## config.mk

```make
export PLATFORM = sky130hd
export DESIGN_NAME = cache_fill_fsm
export DESIGN_NICKNAME = d
export VERILOG_FILES = /design/src/rtl/cache_fill_fsm_pkg.sv /design/src/rtl/cache_fill_fsm_dff.sv /design/src/rtl/cache_fill_fsm_fill_counter.sv /design/src/rtl/cache_fill_fsm.sv
export SDC_FILE = /design/constraint.sdc
export NUM_CORES = 1
export LEC_CHECK = 0
export ABC_AREA = 1
export BUFFER_PORTS_ARGS = -buffer_cell sky130_fd_sc_hd__buf_2
export CORE_ASPECT_RATIO = 0.9
export CORE_MARGIN = 2
export CORE_UTILIZATION = 39
export CTS_BUF_LIST = sky130_fd_sc_hd__clkbuf_8
export DETAILED_ROUTE_END_ITERATION = 6
export PLACE_DENSITY_LB_ADDON = 0.1
export RECOVER_POWER = 25
export SLEW_MARGIN = 10
export SYNTH_ARGS = -nofsm -noshare
export SYNTH_HDL_FRONTEND = slang
export SYNTH_SLANG_ARGS = --single-unit
```

## constraint.sdc

```tcl
create_clock -name clk -period 1.25 [get_ports clk]
set_clock_uncertainty 0.2 [all_clocks]
set_input_delay 0.1875 -clock clk [delete_from_list [all_inputs] [get_ports clk]]
set_output_delay 0.1875 -clock clk [all_outputs]
set_load 0.02 [all_outputs]
```

## src/rtl/cache_fill_fsm_pkg.sv

```systemverilog
// ============================================================================
// Package : cache_fill_fsm_pkg
// Purpose : Shared block-geometry constants and the fill-engine state encoding
//           for the cache miss fill engine and its sub-cells.
// Revision: 1.0 - initial release
// ============================================================================
`default_nettype none

package cache_fill_fsm_pkg;

  // A 16-byte block has 4 offset bits; 8 halfwords need a 3-bit slot index.
  localparam int BLOCK_OFFSET_BITS = 4;
  localparam int WORD_IDX_BITS     = 3;

  // The counters need one extra bit so the issue counter can rest at 8.
  localparam int CNT_W = WORD_IDX_BITS + 1;

  typedef enum logic [0:0] {
    ST_IDLE = 1'b0,
    ST_FILL = 1'b1
  } fill_state_e;

endpackage : cache_fill_fsm_pkg

`default_nettype wire

```

## src/rtl/cache_fill_fsm_dff.sv

```systemverilog
// ============================================================================
// Module  : cache_fill_fsm_dff
// Purpose : Generic register cell with load enable and asynchronous
//           active-low clear to zero.
// Ports   : clk   - clock, rising edge
//           rst_n - asynchronous clear, active low
//           en_i  - load enable
//           d_i   - data in
//           q_o   - registered data out
// Revision: 1.0 - initial release
// ============================================================================
`default_nettype none

module cache_fill_fsm_dff #(
  parameter int WIDTH = 1
) (
  input  logic             clk,
  input  logic             rst_n,
  input  logic             en_i,
  input  logic [WIDTH-1:0] d_i,
  output logic [WIDTH-1:0] q_o
);

  logic [WIDTH-1:0] data_q;

  always_ff @(posedge clk or negedge rst_n) begin
    if (!rst_n) begin
      data_q <= '0;
    end else if (en_i) begin
      data_q <= d_i;
    end
  end

  assign q_o = data_q;

endmodule : cache_fill_fsm_dff

`default_nettype wire

```

## src/rtl/cache_fill_fsm_fill_counter.sv

```systemverilog
// ============================================================================
// Module  : cache_fill_fsm_fill_counter
// Purpose : Small up-counter with enable and synchronous clear, used to track
//           words issued to memory and words returned from memory.
// Ports   : clk   - clock, rising edge
//           rst_n - asynchronous clear, active low
//           en_i  - count up by one
//           clr_i - synchronous clear (wins over en_i)
//           cnt_o - current count
// Revision: 1.0 - initial release
// ============================================================================
`default_nettype none

module cache_fill_fsm_fill_counter #(
  parameter int WIDTH = 4
) (
  input  logic             clk,
  input  logic             rst_n,
  input  logic             en_i,
  input  logic             clr_i,
  output logic [WIDTH-1:0] cnt_o
);

  logic [WIDTH-1:0] cnt_q;

  always_ff @(posedge clk or negedge rst_n) begin
    if (!rst_n) begin
      cnt_q <= '0;
    end else if (clr_i) begin
      cnt_q <= '0;
    end else if (en_i) begin
      cnt_q <= cnt_q + WIDTH'(1);
    end
  end

  assign cnt_o = cnt_q;

endmodule : cache_fill_fsm_fill_counter

`default_nettype wire

```

## src/rtl/cache_fill_fsm.sv

```systemverilog
// ============================================================================
// Module  : cache_fill_fsm
// Purpose : Cache miss fill engine. On a miss it issues one halfword read per
//           cycle for the whole 16-byte block to a pipelined memory and steers
//           the returning words into the data array, writing the tag with the
//           last word.
// Ports   : clk               - clock, rising edge
//           rst               - asynchronous reset, active low
//           miss_detected     - level miss request, held until fill done
//           miss_address      - byte address that missed
//           memory_data_valid - returning memory word valid this cycle
//           fsm_busy          - fill in progress (stalls the pipeline)
//           mem_read_en       - issue a read at memory_address this cycle
//           memory_address    - even byte address of the word being read
//           write_data_array  - write returning word into the data array
//           write_tag_array   - write tag/valid (with the last word)
//           word_index        - slot within the block for write_data_array
// Revision: 1.0 - initial release
// ============================================================================
`default_nettype none

module cache_fill_fsm
  import cache_fill_fsm_pkg::*;
#(
  parameter int WORDS_PER_BLOCK = 8,
  parameter int ADDR_W          = 16
) (
  input  logic                     clk,
  input  logic                     rst,
  input  logic                     miss_detected,
  input  logic [ADDR_W-1:0]        miss_address,
  input  logic                     memory_data_valid,
  output logic                     fsm_busy,
  output logic                     mem_read_en,
  output logic [ADDR_W-1:0]        memory_address,
  output logic                     write_data_array,
  output logic                     write_tag_array,
  output logic [WORD_IDX_BITS-1:0] word_index
);

  localparam int TAG_W = ADDR_W - BLOCK_OFFSET_BITS;

  fill_state_e        state_q;
  fill_state_e        state_d;
  logic               state_bit_q;
  logic [TAG_W-1:0]   base_q;
  logic               start_fill;
  logic               issue_en;
  logic               recv_en;
  logic               cnt_clr;
  logic [CNT_W-1:0]   issue_cnt;
  logic [CNT_W-1:0]   recv_cnt;

  // The block offset of the missing address never matters: reads always
  // start at the block base.
  logic unused_offset_bits;
  assign unused_offset_bits = ^miss_address[BLOCK_OFFSET_BITS-1:0];

  cache_fill_fsm_dff #(.WIDTH(1)) u_state_reg (
    .clk   (clk),
    .rst_n (rst),
    .en_i  (1'b1),
    .d_i   (state_d),
    .q_o   (state_bit_q)
  );

  assign state_q = fill_state_e'(state_bit_q);

  // Only the tag/index part of the block base is kept; the low bits are
  // supplied by the issue counter, so there is never a carry out of the block.
  cache_fill_fsm_dff #(.WIDTH(TAG_W)) u_base_reg (
    .clk   (clk),
    .rst_n (rst),
    .en_i  (start_fill),
    .d_i   (miss_address[ADDR_W-1:BLOCK_OFFSET_BITS]),
    .q_o   (base_q)
  );

  cache_fill_fsm_fill_counter #(.WIDTH(CNT_W)) u_issue_cnt (
    .clk   (clk),
    .rst_n (rst),
    .en_i  (issue_en),
    .clr_i (cnt_clr),
    .cnt_o (issue_cnt)
  );

  cache_fill_fsm_fill_counter #(.WIDTH(CNT_W)) u_recv_cnt (
    .clk   (clk),
    .rst_n (rst),
    .en_i  (recv_en),
    .clr_i (cnt_clr),
    .cnt_o (recv_cnt)
  );

  // Outputs are decoded from state and counters in the same cycle so the
  // first read goes out with the miss itself. Everything is gated by reset so
  // no strobe or busy can leak while rst is held low.
  always_comb begin
    state_d          = state_q;
    start_fill       = 1'b0;
    issue_en         = 1'b0;
    recv_en          = 1'b0;
    cnt_clr          = 1'b0;
    fsm_busy         = 1'b0;
    mem_read_en      = 1'b0;
    memory_address   = '0;
    write_data_array = 1'b0;
    write_tag_array  = 1'b0;
    word_index       = '0;

    if (rst) begin
      case (state_q)
        ST_IDLE: begin
          fsm_busy = miss_detected;
          if (miss_detected) begin
            start_fill     = 1'b1;
            issue_en       = 1'b1;
            mem_read_en    = 1'b1;
            memory_address = {miss_address[ADDR_W-1:BLOCK_OFFSET_BITS],
                              {BLOCK_OFFSET_BITS{1'b0}}};
            state_d        = ST_FILL;
          end
        end

        ST_FILL: begin
          fsm_busy = 1'b1;
          // Issue counter saturates at WORDS_PER_BLOCK: no further reads.
          if (issue_cnt < CNT_W'(WORDS_PER_BLOCK)) begin
            issue_en       = 1'b1;
            mem_read_en    = 1'b1;
            memory_address = {base_q, issue_cnt[WORD_IDX_BITS-1:0], 1'b0};
          end
          if (memory_data_valid) begin
            recv_en          = 1'b1;
            write_data_array = 1'b1;
            word_index       = recv_cnt[WORD_IDX_BITS-1:0];
            if (recv_cnt == CNT_W'(WORDS_PER_BLOCK - 1)) begin
              write_tag_array = 1'b1;
              cnt_clr         = 1'b1;
              state_d         = ST_IDLE;
            end
          end
        end

        default: begin
          state_d = ST_IDLE;
        end
      endcase
    end
  end

endmodule : cache_fill_fsm

`default_nettype wire

```

== Word-level counts from Yosys, hierarchy flattened ==
Cells that the tools add are included.
Cells by class
  reductions and logical operators: 2
  equality and inequality tests: 1
  magnitude comparators: 1
  bitwise logic cells: 1
  $add $sub $neg: 2
  multiplexer cells: 29
Operators with widths (number)
  2-to-1 mux 16 bit: 3
  one-hot mux 16 bit (2 select lines): 1
  2-to-1 mux 4 bit: 4
  2-to-1 mux 1 bit: 15
  2-to-1 mux 3 bit: 3
  adder 4 x 1 -> 4 bit (second input constant): 2
  one-hot mux 1 bit (2 select lines): 3
  equality test 4 x 3 -> 1 bit (second input constant): 1
  < comparator 4 bit (second input constant): 1
  nonzero test 2 bit: 2
  NOT 1 bit: 1
Storage, ports and cells
  input bits: 20
  bits in registers: 21
  logic and storage cells: 40
  output and inout bits: 23

== Longest topological paths before layout ==
Gate-level depths: netlist (run 1).
  word-level depth: 6
  gate-level depth with buffers: 6
  mapped depth without buffers: 6

== Hierarchy ==
From an unflattened synthesis (run 1), not the netlist that was laid out.
Second synthesis, totals
  cells, all modules: 171
  area total of the unflattened synthesis: 1232.4 µm²
Modules (own cells, without submodules)
  cache_fill_fsm_dff at u_base_reg: cells each 51, times used 1, area each 457.9 µm²
  cache_fill_fsm_fill_counter: cells each 24, times used 2, area each 201.4 µm²
  cache_fill_fsm: cells each 67, times used 1, area each 331.6 µm²
  cache_fill_fsm_dff at u_state_reg: cells each 5, times used 1, area each 40.0 µm²

== Least setup slack after synthesis (run 1) ==
Ideal clock, no wire load.
  kind: register -> output
  start point: register u_issue_cnt.cnt_q[3], in the netlist u_issue_cnt.cnt_o[3]
  end point: output memory_address[10]
  stages on the path, launching flop included: 5
  arrival time: 1239 ps
  setup slack: -377 ps
  path through: dfrtp_1 inv_1 nand3_1 buf_2 o21ai_0
On the way
  word-level cells in the longest chain between the ends: 4
Ends and longest elaborated chain
  start: declaration: RTL line cache_fill_fsm_fill_counter.sv:24  | logic [WIDTH-1:0] cnt_q;
  start signal: assignment: RTL line cache_fill_fsm_fill_counter.sv:32  | cnt_q <= cnt_q + WIDTH'(1);
  < comparator 4 bit: RTL line cache_fill_fsm.sv:128  | if (issue_cnt < CNT_W'(WORDS_PER_BLOCK)) begin
  2-to-1 mux 16 bit: RTL line cache_fill_fsm.sv:128
  one-hot mux 16 bit (2 select lines): RTL line cache_fill_fsm.sv:112  | case (state_q)
  2-to-1 mux 16 bit: RTL line cache_fill_fsm.sv:111  | if (rst) begin
  end: declaration: RTL line cache_fill_fsm.sv:35  | output logic [ADDR_W-1:0] memory_address,
No other way between the ends.

== Worst setup path in the final report (run 1) ==
  start point: register u_state_reg.data_q, in the netlist u_state_reg.q_o
  end point: output memory_address[7]
On the way
  word-level cells in the longest chain between the ends: 3
Ends and longest elaborated chain
  start: declaration: RTL line cache_fill_fsm_dff.sv:24  | logic [WIDTH-1:0] data_q;
  start signal: assignment: RTL line cache_fill_fsm_dff.sv:30  | data_q <= d_i;
  NOT 1 bit
  one-hot mux 16 bit (2 select lines) (*): RTL line cache_fill_fsm.sv:112
  2-to-1 mux 16 bit (*): RTL line cache_fill_fsm.sv:111
Mark *: on every way between the ends. The rest lies on a longest branch, timed or not.

==> summary by stage, run 1 <==
Global routing
The via count of the first global-routing pass is 1300. The overflow left after global routing is 0. The total routing resource utilization after global routing is 25.30%. The initial antenna violation count is 0. The pin count of the biggest net entering global routing is 13. The global-route wire length before repair is 5844 um.

Critical path
Walking the worst path, the cells encountered are nor2_4 -> buf_6 -> nand2_4 -> o21ai_4 -> buf_6. STA puts the critical path data arrival time at 1400 ps. The critical path's largest stage delay is 490 ps. The critical path is of the register to primary output type.

The family of cells with the greatest summed delay on the critical path is flip-flops. The worst register-to-register path ends at u_issue_cnt.cnt_o[3]$_DFFE_PN0P_. The largest driver fanout on the critical path is 5. The data required time of the worst path is 860 ps. The startpoint of the worst setup timing path is u_state_reg.q_o$_DFFE_PN0P_.

STA classifies the critical path startpoint as a register. On the critical path, the stage with the largest delay is an instance of dfrtp_2. The critical path endpoint is memory_address[7]. The setup check on the worst reg-to-reg path leaves a slack of -330 ps. Counting both buffers and inverters, the worst setup path holds a total of 2. The number of cells on the worst reg-to-reg path is 8. In this run the number of cells on the critical path is 5. The startpoint of the worst register-to-register path is u_state_reg.q_o$_DFFE_PN0P_. The endpoint class of the critical path is a primary output. The cell with the most instances on the worst path is buf_6.

Run status
The final reports fail on design-rule violations, negative hold slack, negative setup slack. The run finished, with violations left.

Synth
Among all flip-flop cells after synthesis, the most frequent one is dfrtp_1. Counting every instance in the synthesized netlist gives 135. The fraction of synthesis flops using an asynchronous set or reset pin is 100.0%.

The netlist uses 18 different library cells. The proportion of synthesized chip area in sequential cells is 49.53%. The cell taking the most area after synthesis is dfrtp_1. Ranked by total cell area, the synthesized netlist is headed by dfrtp_1 50%, o21ai_0 13%, nand2_1 9.2%, inv_1 8.1%, nand3_1 4.2%. Dividing the synthesized area by the synthesized cell count gives 7.859 um2. After synthesis the cells add up to 1061 um2. The share of Yosys cell area claimed by the top area cell type is 49.53%.

Counting flops with a built-in enable in the synthesized netlist gives 0. In the post-synthesis netlist, the cell with the most instances is o21ai_0. Counting every net in the synthesized netlist gives 157.

In the synthesized netlist, the cells that appear most often are 27 x o21ai_0, 26 x nand2_1, 23 x inv_1. The register bit count reported by yosys is 21. For this run, the number of Yosys warnings is 0.

Pwr
Across the VDD grid, the largest voltage drop is 0.001316 V. The leakage power total is 1.116 nW. The power density relative to cell area is ~2100 nW/um2. The overall power consumption is roughly 4.6 mW.

Worst hold path
Counting instances, the worst hold path has a depth of 3. The worst hold path belongs to the class input port to register.

Placement
Prior to clock tree synthesis, the placed netlist has a worst setup slack of -248.4 ps. After detailed placement, the design holds a cell count of 224. Input and output buffers added on the ports amount to 37. The wire-length estimate of the detail-placed layout is 2205 um. Once placement finished, the instance area stood at ~1700 um2. At the end of routability-driven placement, the weighted congestion stood at approximately 0.85.

STA
The final worst setup slack is -533.7 ps. After routing, the total negative slack on setup checks comes to -12980 ps. For the pin with the worst max-slew slack, the measured transition is between 500 and 600 ps. Static timing analysis puts the maximum clock frequency at between 500 and 600 MHz.

The count of final max-slew check failures is 0. Setup repair after global routing could not meet its margin everywhere. Setup violations remaining at the end of the flow were counted as 40. Final hold analysis gives a worst-case slack of -43.52 ps. The count of endpoints failing hold in the final timing report is 10. The routed design could run at a clock period as short as 1784 ps. In the finished design, the share of the clock period the worst path needs comes to 142.7%. The worst pin sits at a relative slew slack of about two thirds.

Clock network
The hold buffer count at cts is 2. In this run the clock root is driven by a clkbuf_8. The number of clock sinks is 21.

The clock latency reported for the late side of the worst-skew pair is approximately 270 ps. The CTS tree is yes. The level count of the clock H-tree is 1. The largest buffer count on any clock path is 2. TritonCTS created 3 clock buffers. The clock transition at the registers of the reported paths is 80 ps.

Drt
After detailed routing, the number of vias per cell comes to around 5.4. The post-route antenna net violation count is 0. The total via count in the routed design is 1310. The initial detailed-routing violation count is 42. The post-route DRC violation count is 2. The first detailed-routing pass ran for 6 iterations. The average wire per cell in the routed design is 17.01 um.

After detailed routing, the total wire length is a little over 4000 um.

Floorplan
From bottom edge to top edge, the die measures roughly 53 um. The effective utilization at floorplan is 42.27%. The count of pins on the block boundary is between 40 and 50.

In this run the core area contains 17 standard-cell rows. The width of the chip is 58.98 um. After floorplanning, the core was sized to cover approximately 2500 um2.

The die covers approximately 3200 um2.

Final layout
The layout net count is between 200 and 250. In the final layout, the multi-input gates occupy 747.0 um2. In the final layout, flip-flops and latches occupy 526.8 um2.

The finished cells cover 2195 um2. The number of antenna diodes is 0. In the final layout, the share of cells above drive strength 1 is 65.28%.

The non-filler instance count after layout is 244. From synthesis to final layout, the design area changed by 106.8%. The count of fill cells added during filler insertion is 114.

Flow run
Max-cap violations in this run came to 0.
## sequential cells by signal, summed over array words and instances (netlist names)
name / flops
u_issue_cnt.cnt_o: 4
u_state_reg.q_o: 1
u_recv_cnt.cnt_o: 4
u_base_reg.q_o: 12
## worst register-to-register path, stage by stage (launching register included)
cell and delay [ps]:
dfrtp_2 490, buf_6 140, nand3_4 80, inv_4 90, nand2_4 70, buf_6 120
buf_6 130, nand3_1 90, nand2_1 60
## cell families (layout without fill, tap and decap cells)
| kind of cell | count (synthesis) | count (layout) | share of synthesized area (%) |
|---|---|---|---|
| XOR/XNOR | 2 | 2 | 1.651 |
| AND/OR/NAND/NOR | 51 | 51 | 21.11 |
| flip-flops | 21 | 21 | 49.53 |
| adder cells (fa/ha/maj) | 2 | 2 | 2.358 |
| buffers and inverters | 28 | 109 | 10.85 |
| other | 1 | 1 | 0.3534 |
| AO/OA/AOI/OAI | 30 | 30 | 14.15 |
## worst min path at each step
stage | startpoint | endpoint
after global placement | rst | u_state_reg.q_o$_DFFE_PN0P_
after global routing | miss_address[6] | u_base_reg.q_o[2]$_DFFE_PN0P_
after CTS | miss_address[4] | u_base_reg.q_o[0]$_DFFE_PN0P_
after floorplan | rst | u_base_reg.q_o[0]$_DFFE_PN0P_
final | miss_address[6] | u_base_reg.q_o[2]$_DFFE_PN0P_
after detailed placement | rst | u_state_reg.q_o$_DFFE_PN0P_
## layer usage
layer / up-vias / routed length (um) / GRT usage, %
li1: 593 / - / -
met1: 656 / 1628 / 30.50
met2: 51 / 2187 / 44.44
met3: 10 / 240 / 6.601
met4: 0 / 95 / 6.818
met5: - / 0 / 0
## timing repair
item                                    CTS  global route
endpoints found under the setup margin   33            42
cloned                                    1             1
resized for setup                        88            25
pin swaps                                 8             4
setup buffers                            10             6
hold endpoints to repair                 31             7
## metrics by stage
| step | hold slack (ps) | util [%] |
|---|---|---|
| floorplan | -308.1 | - |
| global placement | -56.71 | 65.80 |
| detailed placement | -53.12 | 65.80 |
| CTS | -60.62 | 82.20 |
| global route | -39.42 | 87.44 |
| finish | -43.52 | 87.44 |
## layout make-up
type	count	area share, %
inverter	24	4.447
multi-input combinational	86	34.04
sequential	21	24.00
tap	28	1.596
clock inverter	1	0.2281
timing repair buffer	81	33.81
clock buffer	3	1.881
## report_power, final
part / switching, mW / internal (mW)
sequential: 0.215 / 1.01
clock: 0.229 / 0.222
combinational: 1.57 / 1.37
total: 2.01 / 2.60
## cells in the final DEF (no fill, tap or decap), types with 2 or more instances in the layout
| cell type | instances |
|---|---|
| o21ai_1 | 3 |
| nand2_2 | 11 |
| nand2_4 | 7 |
| buf_4 | 26 |
| inv_4 | 3 |
| nand3_4 | 3 |
| nand2_1 | 9 |
| a21oi_2 | 2 |
| inv_2 | 2 |
| o21ai_0 | 8 |
| xor2_1 | 2 |
| buf_6 | 34 |
| o21ai_4 | 8 |
| inv_1 | 19 |
| o21ai_2 | 9 |
| dlygate4sd3_1 | 2 |
| dfrtp_1 | 20 |
| clkbuf_8 | 3 |
| nor2_4 | 10 |
| buf_2 | 14 |
| nand3_2 | 2 |
| nand4_1 | 4 |
| buf_12 | 2 |
| nand3_1 | 5 |
No activity file was read; power rests on OpenSTA's default activity.
==> inputs of run 2 (changes only) <==
--- a/config.mk
+++ b/config.mk
@@ -12,6 +12,7 @@
 export CORE_UTILIZATION = 39
 export CTS_BUF_LIST = sky130_fd_sc_hd__clkbuf_8
 export DETAILED_ROUTE_END_ITERATION = 6
+export MAX_ROUTING_LAYER = met4
 export PLACE_DENSITY_LB_ADDON = 0.1
 export RECOVER_POWER = 25
 export SLEW_MARGIN = 10
==> summary by stage, run 2 (same netlist as run 1, synthesis figures left out) <==
Final layout
The non-filler instance count after layout is 244 (unchanged). The signed area change from the synthesized netlist to the final layout is 106.8% (unchanged). The final design utilization is 87.44% (unchanged).

The final design area excluding fillers is 2195 um2 (unchanged). Leaving out fill and tap cells, the most frequent cell in the layout is buf_6. The number of antenna diodes is 0 (unchanged). The layout net count is 239 (unchanged).

The top cell types in the final layout, fill and taps aside, are 34 x buf_6, 26 x buf_4, 20 x dfrtp_1, 19 x inv_1, 14 x buf_2. The sequential standard cell area is 526.8 um2 (unchanged). The share of final-layout standard cells stronger than drive strength 1 is 65.28% (unchanged). The count of fill cells added during filler insertion is 114 (unchanged). The number of flip-flops in the largest register came to 12 (unchanged). The multi-input gate area in the final layout is 747.0 um2 (unchanged).

Floorplan
The placeable core area is 2510 um2 (unchanged). The die footprint is 3154 um2 (unchanged). The die span in y came to 53.48 um (unchanged). The width of the chip was 58.98 um (unchanged). The count of pins on the block boundary is 43 (unchanged).

The effective utilization at floorplan is 42.27% (unchanged). The row count is 17 (unchanged).

STA
The highest attainable clock frequency came to 561.5 MHz (+0.15%). The pin slew with the least headroom to its limit is 533.5 ps (+30.45 ps). The smallest hold slack is -43.79 ps (-0.2676 ps). The final-report setup violation count is 40 (unchanged). The count of final max-slew check failures is 0 (unchanged). The minimum period implied by the final worst setup slack is 1781 ps (-2.721 ps).

The final worst setup slack was -531.0 ps (+2.721 ps). The part of the cycle the worst path needs is 142.5% (-0.22 points). The worst slew slack as a fraction of its limit is 64.43% (-2.0 points). The count of endpoints failing hold in the final timing report is 10 (unchanged).

Setup repair after global routing could not meet its margin everywhere.

Drt
The total via count in the routed design was 1300 (-0.76%). The routed wire length is 4219 um (+1.6%). The initial detailed-routing violation count came to 41 (-2.4%).

The post-route antenna net violation count is 0 (unchanged). The total iterations of the first detailed-routing run is 6 (unchanged). The average wire per cell in the routed design is 17.29 um (+1.6%).

The via-per-instance ratio is 5.328 (-0.76%). The post-route DRC violation count is 2 (unchanged).

Pwr
The power density relative to cell area is 2106 nW/um2 (+0.28%). The leakage power total is 1.116 nW (unchanged). The overall power consumption is 4.621 mW (+0.28%).

The maximum VDD drop came to 0.001327 V (+0.81%).

Global routing
The global-route met2 utilization is 44.44% (unchanged). The routing usage on met1 is 30.80% (+0.30 points). The global-route wire length before repair came to 5851 um (+0.12%). The most utilized layer in the global route result is met2. The pin count of the biggest net entering global routing is 13 (unchanged). The met3 usage in global routing is 6.357% (-0.24 points). The total routing resource utilization after global routing came to 26.01% (+0.72 points). The initial antenna violation count is 0 (unchanged). The overflow left after global routing is 0 (unchanged). The via count of the first global-routing pass is 1300 (unchanged).

Critical path
The endpoint class of the critical path is a primary output. The number of buffer and inverter instances along the worst setup path is 2 (unchanged). The data required time of the worst path is 860 ps (about the same). The slowest cell on the critical path is dfrtp_2. The critical path's largest stage delay is 490 ps (about the same).

In this design, the critical path's most frequently occurring cell is buf_6. The largest driver fanout on the critical path is 5 (unchanged). The family of cells with the greatest summed delay on the critical path is flip-flops.

The worst setup path is launched from a register. The startpoint of the worst register-to-register path is u_state_reg.q_o$_DFFE_PN0P_. The arrival time of the worst setup path was 1390 ps (about the same). The critical path class is register to primary output. The startpoint of the worst setup timing path is u_state_reg.q_o$_DFFE_PN0P_. The signal on the critical path passes through nor2_4 -> buf_6 -> nand2_4 -> o21ai_4 -> buf_6.

Clock network
The tree is rooted in a clkbuf_8. The hold buffer count at cts is 2 (unchanged). The CTS tree is yes. The number of CTS-inserted buffers came to 3 (unchanged). The number of clock sinks is 21 (unchanged). The largest buffer count on any clock path came to 2 (unchanged). The clock transition at the registers of the reported paths is 80 ps (about the same). The clock latency reported for the late side of the worst-skew pair is 270 ps (about the same). The level count of the clock H-tree is 1 (unchanged).

Placement
The placed instance count is 224 (unchanged). The placed standard-cell area is 1652 um2 (unchanged). The half-perimeter wire length after detailed placement is 2205 um (unchanged). The count of input and output buffers came to 37 (unchanged). The final weighted congestion in routability-driven placement was 0.8609 (+1.6%).

Worst hold path
The min-delay analysis places its worst path in the category input port to register. The start point of the worst min-delay path is miss_address[6].

Flow run
The max-capacitance violation count was 0 (unchanged).

Run status
The run finished, with violations left. The checks that failed: design-rule violations, negative hold slack, negative setup slack.
==> run 2: metrics by stage <==
step | hold WS [ps] | setup TNS, ps | setup WS (ps)
after floorplan | -308.1 | -1098 | -94.71
after global placement | -56.71 | -3981 | -191.5
after detailed placement | -53.12 | -4925 | -248.4
after CTS | -60.62 | -11280 | -476.5
after global routing | -39.45 | -14590 | -575.2
final | -43.79 | -12790 | -531.0
==> run 2: what timing repair did <==
item	4_1_cts	5_1_grt
hold endpoints to repair	31	7
gates cloned	1	1
setup endpoints to repair	33	42
setup buffers	10	6
resized for setup	88	25
pin swaps	8	4
==> run 2: routing by layer <==
metal  wire (um)  up-vias
li1            -      593
met1        1732      651
met2        2178       44
met3         204       12
met4         104        0
met5           0        -
==> run 2: worst min-delay path, stage by stage <==
cell     delay, ps
buf_2           80
nand2_2         50
o21ai_0         60
==> run 2: where the power goes <==
group / switching (mW) / internal (mW)
Combinational: 1.58 / 1.37
Clock: 0.234 / 0.222
Sequential: 0.215 / 1.01
Total: 2.03 / 2.60
==> run 2: layout make-up <==
type	count	area share, %
clock buffers	3	1.881
flip-flops and latches	21	24.00
inverters	24	4.447
repair buffers	81	33.81
multi-input cells	86	34.04
well taps	28	1.596
clock inverters	1	0.2281
==> run 2: final timing paths <==
path	slack [ps]	cells after the start	end
worst max-delay path	-530	5	memory_address[7]
worst min-delay path	-40	3	u_base_reg.q_o[2]$_DFFE_PN0P_
worst max register to register	-320	8	u_issue_cnt.cnt_o[3]$_DFFE_PN0P_
worst min register to register	340	2	u_base_reg.q_o[10]$_DFFE_PN0P_
max in group asynchronous	110	3	u_base_reg.q_o[9]$_DFFE_PN0P_
min in group asynchronous	320	3	u_state_reg.q_o$_DFFE_PN0P_
